$ cat src/rtl/alu_issue_stage.sv
`default_nettype none
// ============================================================================
//  Module   : alu_issue_stage
//  Purpose  : MIPS-subset decode/issue register between the decode stage and
//             the ALU. Decodes the offered instruction, selects operands
//             (with optional EX/MEM and MEM/WB forwarding), and holds the
//             result in a valid/ready output register.
//  Config   : ALU_ISSUE_FWD_EN - when defined, source operands are forwarded
//             from EX/MEM (highest priority) then MEM/WB; when undefined the
//             register-file reads are used directly.
//  Ports    : clk, rst_n (sync, active-low)
//             in_valid/in_ready, instr, rs_data, rt_data   - decode side
//             exmem_wr_en/rd/result, memwb_wr_en/rd/result - bypass sources
//             flush                                        - kill held/offered
//             ex_valid/ex_ready, alu_op1, alu_op2,
//             alu_control, ex_rd, ex_wr_en, ex_illegal     - execute side
//  Revision : 1.0 - initial release
// ============================================================================
module alu_issue_stage (
    input  logic        clk,
    input  logic        rst_n,
    input  logic        in_valid,
    output logic        in_ready,
    input  logic [31:0] instr,
    input  logic [31:0] rs_data,
    input  logic [31:0] rt_data,
    input  logic        exmem_wr_en,
    input  logic [4:0]  exmem_rd,
    input  logic [31:0] exmem_result,
    input  logic        memwb_wr_en,
    input  logic [4:0]  memwb_rd,
    input  logic [31:0] memwb_result,
    input  logic        flush,
    output logic        ex_valid,
    input  logic        ex_ready,
    output logic [31:0] alu_op1,
    output logic [31:0] alu_op2,
    output logic [2:0]  alu_control,
    output logic [4:0]  ex_rd,
    output logic        ex_wr_en,
    output logic        ex_illegal
);

    // ALU operation codes
    localparam logic [2:0] c_alu_add   = 3'b000;
    localparam logic [2:0] c_alu_sub   = 3'b001;
    localparam logic [2:0] c_alu_shift = 3'b010;
    localparam logic [2:0] c_alu_and   = 3'b011;
    localparam logic [2:0] c_alu_or    = 3'b100;
    localparam logic [2:0] c_alu_xor   = 3'b101;
    localparam logic [2:0] c_alu_nor   = 3'b110;
    localparam logic [2:0] c_alu_nop   = 3'b111;

    // Opcodes and R-type function codes
    localparam logic [5:0] c_op_rtype  = 6'b000000;
    localparam logic [5:0] c_op_j      = 6'b000010;
    localparam logic [5:0] c_op_addi   = 6'b001000;
    localparam logic [5:0] c_fn_sll    = 6'b000000;
    localparam logic [5:0] c_fn_add    = 6'b100000;
    localparam logic [5:0] c_fn_sub    = 6'b100010;
    localparam logic [5:0] c_fn_and    = 6'b100100;
    localparam logic [5:0] c_fn_or     = 6'b100101;
    localparam logic [5:0] c_fn_xor    = 6'b100110;
    localparam logic [5:0] c_fn_nor    = 6'b100111;

    // Instruction fields
    logic [5:0]  w_opcode;
    logic [4:0]  w_rs_idx;
    logic [4:0]  w_rt_idx;
    logic [4:0]  w_rd_idx;
    logic [4:0]  w_shamt;
    logic [5:0]  w_funct;
    logic [31:0] w_imm_sext;

    assign w_opcode   = instr[31:26];
    assign w_rs_idx   = instr[25:21];
    assign w_rt_idx   = instr[20:16];
    assign w_rd_idx   = instr[15:11];
    assign w_shamt    = instr[10:6];
    assign w_funct    = instr[5:0];
    assign w_imm_sext = {{16{instr[15]}}, instr[15:0]};

    // Output register
    logic        r_valid;
    logic [31:0] r_op1;
    logic [31:0] r_op2;
    logic [2:0]  r_ctl;
    logic [4:0]  r_rd;
    logic        r_wr_en;
    logic        r_illegal;

    // Handshake: flush blocks acceptance so a flushed offer is never taken
    logic w_accept;
    assign in_ready = (!r_valid || ex_ready) && !flush;
    assign w_accept = in_valid && in_ready;

    // Source operand selection. Register 0 always reads as zero, even if a
    // bypass source claims to write it.
    logic [31:0] w_rs_val;
    logic [31:0] w_rt_val;

`ifdef ALU_ISSUE_FWD_EN
    always_comb begin
        w_rs_val = rs_data;
        if (exmem_wr_en && (exmem_rd == w_rs_idx)) begin
            w_rs_val = exmem_result;
        end else if (memwb_wr_en && (memwb_rd == w_rs_idx)) begin
            w_rs_val = memwb_result;
        end
        if (w_rs_idx == 5'd0) begin
            w_rs_val = 32'd0;
        end
    end

    always_comb begin
        w_rt_val = rt_data;
        if (exmem_wr_en && (exmem_rd == w_rt_idx)) begin
            w_rt_val = exmem_result;
        end else if (memwb_wr_en && (memwb_rd == w_rt_idx)) begin
            w_rt_val = memwb_result;
        end
        if (w_rt_idx == 5'd0) begin
            w_rt_val = 32'd0;
        end
    end
`else
    // Bypass inputs are intentionally ignored in this build
    logic w_unused_fwd;
    assign w_unused_fwd = ^{exmem_wr_en, exmem_rd, exmem_result,
                            memwb_wr_en, memwb_rd, memwb_result};

    assign w_rs_val = (w_rs_idx == 5'd0) ? 32'd0 : rs_data;
    assign w_rt_val = (w_rt_idx == 5'd0) ? 32'd0 : rt_data;
`endif

    // Decode
    logic [31:0] w_op1;
    logic [31:0] w_op2;
    logic [2:0]  w_ctl;
    logic [4:0]  w_rd;
    logic        w_wr_en;
    logic        w_illegal;

    always_comb begin
        w_op1     = 32'd0;
        w_op2     = 32'd0;
        w_ctl     = c_alu_nop;
        w_rd      = 5'd0;
        w_wr_en   = 1'b0;
        w_illegal = 1'b0;
        case (w_opcode)
            c_op_rtype: begin
                w_op1   = w_rs_val;
                w_op2   = w_rt_val;
                w_rd    = w_rd_idx;
                w_wr_en = 1'b1;
                case (w_funct)
                    c_fn_add: w_ctl = c_alu_add;
                    c_fn_sub: w_ctl = c_alu_sub;
                    c_fn_and: w_ctl = c_alu_and;
                    c_fn_or:  w_ctl = c_alu_or;
                    c_fn_xor: w_ctl = c_alu_xor;
                    c_fn_nor: w_ctl = c_alu_nor;
                    c_fn_sll: begin
                        // sll shifts rt by shamt; rs is not a source
                        w_ctl = c_alu_shift;
                        w_op1 = w_rt_val;
                        w_op2 = {27'd0, w_shamt};
                    end
                    default: begin
                        w_op1     = 32'd0;
                        w_op2     = 32'd0;
                        w_rd      = 5'd0;
                        w_wr_en   = 1'b0;
                        w_illegal = 1'b1;
                    end
                endcase
            end
            c_op_addi: begin
                w_ctl   = c_alu_add;
                w_op1   = w_rs_val;
                w_op2   = w_imm_sext;
                w_rd    = w_rt_idx;
                w_wr_en = 1'b1;
            end
            c_op_j: begin
                // Jumps are resolved elsewhere; issue a harmless NOP
            end
            default: begin
                w_illegal = 1'b1;
            end
        endcase
        // Writes to $0 are discarded
        if (w_rd == 5'd0) begin
            w_wr_en = 1'b0;
        end
    end

    // Output register: reset > flush > accept > drain > hold
    always_ff @(posedge clk) begin
        if (!rst_n) begin
            r_valid   <= 1'b0;
            r_op1     <= 32'd0;
            r_op2     <= 32'd0;
            r_ctl     <= c_alu_nop;
            r_rd      <= 5'd0;
            r_wr_en   <= 1'b0;
            r_illegal <= 1'b0;
        end else if (flush) begin
            r_valid   <= 1'b0;
        end else if (w_accept) begin
            r_valid   <= 1'b1;
            r_op1     <= w_op1;
            r_op2     <= w_op2;
            r_ctl     <= w_ctl;
            r_rd      <= w_rd;
            r_wr_en   <= w_wr_en;
            r_illegal <= w_illegal;
        end else if (ex_ready) begin
            r_valid   <= 1'b0;
        end
    end

    assign ex_valid    = r_valid;
    assign alu_op1     = r_op1;
    assign alu_op2     = r_op2;
    assign alu_control = r_ctl;
    assign ex_rd       = r_rd;
    assign ex_wr_en    = r_wr_en;
    assign ex_illegal  = r_illegal;

endmodule
`default_nettype wire

$ cat config.mk
export PLATFORM = sky130hd
export DESIGN_NAME = alu_issue_stage
export DESIGN_NICKNAME = d
export VERILOG_FILES = /design/src/rtl/alu_issue_stage.sv
export SDC_FILE = /design/constraint.sdc
export NUM_CORES = 1
export LEC_CHECK = 0
export CAP_MARGIN = 20
export CORE_ASPECT_RATIO = 1.5
export CORE_UTILIZATION = 35
export DETAILED_ROUTE_END_ITERATION = 10
export HOLD_SLACK_MARGIN = 0.15
export PLACE_DENSITY = 0.79
export SLEW_MARGIN = 20
export SYNTH_ARGS = -nofsm -noshare
export SYNTH_HDL_FRONTEND = slang
export SYNTH_SLANG_ARGS = --single-unit
$ cat constraint.sdc
create_clock -name clk -period 4.8 [get_ports clk]
set_clock_uncertainty 0.05 [all_clocks]
set_input_delay 0.96 -clock clk [delete_from_list [all_inputs] [get_ports clk]]
set_output_delay 0.96 -clock clk [all_outputs]
set_load 0.005 [all_outputs]
# ---- Word level (Yosys, flattened, before mapping)
# Cells that the tools add are included.
dict set report totals {
  register_bits 75
  out_inout_bits 76
}
dict set report classes {
  eq_ne 8
  muxes 17
  bitwise 2
  reduce_logical 16
}
# operator n
set ops {}
lappend ops {{$pmux 32 s2} 4}
lappend ops {{$mux 32} 2}
lappend ops {{$eq 6x6->1 const B} 6}
lappend ops {{$pmux 3 s7} 1}
lappend ops {{$logic_not 5->1} 3}
lappend ops {{$logic_not 6->1} 2}
lappend ops {{$pmux 5 s2} 1}
lappend ops {{$reduce_or 7->1} 1}
lappend ops {{$eq 6x2->1 const B} 1}
lappend ops {{$eq 6x4->1 const B} 1}
lappend ops {{$pmux 3 s2} 1}
lappend ops {{$reduce_or 6->1} 1}
lappend ops {{$mux 1} 5}
lappend ops {{$mux 5} 1}
lappend ops {{$pmux 1 s2} 2}
lappend ops {{$reduce_or 2->1} 2}
lappend ops {{$logic_and 1x1->1} 2}
lappend ops {{$logic_not 1->1} 2}
lappend ops {{$not 1->1} 2}
lappend ops {{$reduce_and 2->1} 1}
lappend ops {{$reduce_bool 2->1} 1}
lappend ops {{$logic_or 1x1->1} 1}

# ---- Longest topological paths before layout
dict set report logic_depth {
  depth_word 6
  ltp_mapped 7
}

# ---- Worst setup path before layout
# OpenSTA, ideal clock, no wires.
dict set report synth_path {
  path_type {input port to flip-flop}
  startpoint {input instr[26]}
  endpoint {register r_op1[5] (netlist: alu_op1[5])}
  setup_ps 60
  arrival_ps 2506
  required_ps 4690
  slack_ps 2184
  path_stages 7
  n_path_buf 2
  path_cell_list {or4_4 -> or2_0 -> buf_6 -> nor3b_4 -> buf_6 -> nand3_1 -> nand2_1}
}
dict set report synth_between {
  elab_chain_len 2
  word_cells_on_any_way 3
}
# element line_no
set synth_lines {}
lappend synth_lines {{start: declaration} 24} ;# input logic [31:0] instr,
lappend synth_lines {{$eq 6x4->1 or $logic_not 6->1 (tied branches)} 151} ;# case (w_opcode)
lappend synth_lines {{$pmux 32 s2 (*)} 151}
lappend synth_lines {{end signal: assignment} 213} ;# r_op1 <= w_op1;
lappend synth_lines {{end: declaration} 85} ;# logic [31:0] r_op1;
# Mark *: on every way between the ends. The rest lies on a longest branch, timed or not.
# A chain may end at the register's enable or synchronous reset.

# ---- Worst setup path in the final report
dict set report layout_path {
  startpoint {input instr[26]}
  endpoint {register r_op1[26] (netlist: alu_op1[26])}
}
# Same word-level chain as after synthesis.

==> impl_metrics.yaml <==
status:
  status: "complete, no violations"
worst_setup_path:
  r2r-start: "ex_valid$_SDFFE_PP0P_"
  crit_family: "simple AND/OR/NAND/NOR gates"
  crit_path_end_kind: "flip-flop"
  crit_cells: 7
  endpoint: "alu_op1[26]$_SDFFE_PN0P_"
  crit_slowest_cell: "a2111oi_4"
  setup.worst_path.start: "instr[26]"
  path_cells: "clkdlybuf4s50_1 -> or4_4 -> or2_0 -> a2111oi_4 -> buf_4 -> a32oi_1 -> nand2_1"
  rr_worst_depth: 6
  path_max_fanout: 22
  critPathRequiredTime_ns: 5.02
  critPathMaxStageDelay_ns: 0.71
  timing.rr.end: "alu_op1[14]$_SDFFE_PN0P_"
  startpoint_type: "input port"
  crit_type: "input port to flip-flop"
  r2r_slack_ns: 2.41
  path_buf_inv: 2
  cp.arrival_ns: 3.69
pwr:
  p_comb_frac: 0.125
  intPower_mw: 1.153
  power_density_nw_per_um2: 274.8
  p_clk_frac: 0.447
  p_leak_nw: 2.009
  seq_power_share: 0.428
  ir_worst_vdd_mv: 0.1731
  p_switching_mw: 0.3367
  netSwitchingFraction: 0.2261
synth:
  synth_seq_area_share: 0.4523
  syn-num-nets: 578
  synth_edf_count: 0
  async_reset_ff_frac: 0
  yosys_warnings: 0
  synth_flop_cell: "dfxtp_1"
  syn-cell-area_um2: 3319
  ys_seq_elements: 75
  avgSynthCellArea_um2: 8.278
  netlist_instances: 401
  synth_cell_types: 42
timing:
  post-route-period-util: 0.7230
  setup_viol: 0
  max_freq_mhz: 288.1
  hold_viol_final: 0
  maxSlewHeadroom: 0.4090
  worstMarginPinSlew_ns: 0.8827
  fin_setup_tns_ns: 0
  rsz0062_at_grt: "no"
  drv_slew: 0
  period_minus_slack_ns: 3.471
clock_tree:
  clk_pin_slew_ns: 0.06
  cts-hold-fix-buffers: 0
  cts_made_buffers: 9
  postCtsSetupBuffers: 0
  clockRootBuffer: "clkbuf_16"
  clock_path_buffers: 2
  cts_tree: "built"
  clock_sinks: 75
  htreeDepth: 3
  ctsResizeCount: 0
  clock_latency_ns: 0.33
drt:
  vias: 3747
  drc: 0
  postRouteAntennaNets: 0
  firstDrtPassIters: 5
  routedWlPerCell_um: 17.54
  detail_route.vias_per_cell: 5.510
  routed_wl_um: 11930
  drt_iter0_drc: 207
global_routing:
  grt_pass1_vias: 3728
  antenna_found_initial: 0
  grt_pass1_wl_um: 18180
  grt_max_degree: 36
  overflow: 0
  grtUsageTotal: 0.2448
placed_design:
  numPlacedInstances: 665
  place.gp.congestion: 0.8019
  port_buffers: 176
  dp_hpwl_um: 8706
die:
  die_h_um: 121.3
  io-pin-count: 253
  die_w_um: 81.52
  start_util: 0.3587
  core-area_um2: 9254
  die_area_um2: 9886
  placementRows: 43
finish:
  diodes: 0
  utilization: 0.5857
  final_nets: 741
  fin_cells: 680
  n_fill_cell: 820
  area_growth_pct: 63.29
  drive_gt1_frac: 0.05634
run:
  max_cap_viol_count: 0
worst_hold_path:
  hold_class: "flip-flop to flip-flop"
[synth_stat cells (all sizes together) (6+ instances only)]
cell type,n,share of area
a21oi,22,0.033
nand4,6,0.011
and2,6,0.011
dfxtp,75,0.45
a32oi,17,0.045
nor2,13,0.015
buf,13,0.025
nand2,87,0.098
o21ai,31,0.047
nand3,36,0.054
clkbuf,17,0.019
a22oi,31,0.070
[metal layers]
metal  track usage  up-vias  wire (um)
met3       0.07820       24       1195
li1              -     1791          -
met2        0.4063      188       5850
met1        0.2723     1744       4541
met5             0        -          0
met4        0.1272        0        339
[power by group through the flow]
stage	combinational, mW	clock, mW	sequential (mW)
after global placement	0.181	0	0.651
after floorplan	0.0553	0	0.651
after global routing	0.199	0.701	0.639
after detailed placement	0.183	0	0.651
final	0.186	0.665	0.638
after CTS	0.185	0.679	0.638
[cell families (layout without fill, tap and decap cells)]
kind of cell,count (synthesis),after routing,synth area share
simple gates,172,172,0.2507
fa+ha+maj,1,1,0.003016
buf+inv,33,200,0.04749
flops,75,75,0.4523
compound gates,119,119,0.2439
xor+xnor,1,1,0.002639
[how the worst min path moves through the flow]
stage                        startpoint                       end  slack (ns)  cells past startpoint
6_report       alu_op1[31]$_SDFFE_PN0P_  alu_op1[31]$_SDFFE_PN0P_        0.39                      2
5_1_grt        alu_op1[28]$_SDFFE_PN0P_  alu_op1[28]$_SDFFE_PN0P_        0.41                      2
4_1_cts        alu_op1[31]$_SDFFE_PN0P_  alu_op1[31]$_SDFFE_PN0P_        0.39                      2
3_5_place_dp   alu_op1[24]$_SDFFE_PN0P_  alu_op1[24]$_SDFFE_PN0P_        0.38                      2
3_3_place_gp   alu_op1[24]$_SDFFE_PN0P_  alu_op1[24]$_SDFFE_PN0P_        0.37                      2
2_1_floorplan  alu_op1[22]$_SDFFE_PN0P_  alu_op1[22]$_SDFFE_PN0P_        0.38                      2
[sequential cells by signal, summed over array words and instances (netlist names)]
name and count:
ex_wr_en 1, ex_illegal 1, alu_op2 32, alu_op1 32, alu_control 3, ex_valid 1, ex_rd 5
[final cells by class]
class | instances | area, um^2 | area share
Clock inverter | 5 | 53.80 | 0.009926
Clock buffer | 10 | 239.0 | 0.04409
Timing Repair Buffer | 182 | 1807 | 0.3333
Multi-Input combinational cell | 293 | 1668 | 0.3077
Sequential cell | 75 | 1501 | 0.2770
Inverter | 3 | 11.26 | 0.002078
Tap cell | 112 | 140.1 | 0.02585
[stage by stage]
stage	worst slack (ns)	total power, mW	cell area, um^2	hold WS (ns)
6_report	1.329	1.489	5420	0.3862
5_1_grt	1.135	1.539	5420	0.4112
4_1_cts	1.294	1.501	5420	0.3873
3_5_place_dp	0.9469	0.8345	5127	0.3812
3_3_place_gp	1.015	0.8326	5127	0.3745
2_1_floorplan	2.184	0.7067	3319	0.3845
[worst reg2reg max path, stage by stage, from the launching register on]
cell,delay (ns)
dfxtp_1,0.35
nand2b_1,0.09
and2_1,0.42
nor2_4,0.73
buf_4,0.41
a22oi_1,0.15
nand2_1,0.12
[placed cells by master (no fill, tap or decap), drive strengths merged, types with 5 or more instances in the layout]
cell and count:
a21oi 22, a221o 5, a22oi 31, a31oi 5
a32oi 17, and2 6, buf 6, clkbuf 10
clkdlybuf4s50 176, clkinv 5, dfxtp 75, nand2 87
nand3 36, nand4 6, nor2 13, nor2b 5
nor3 5, o21ai 31
(Power assumes the default switching activity.)
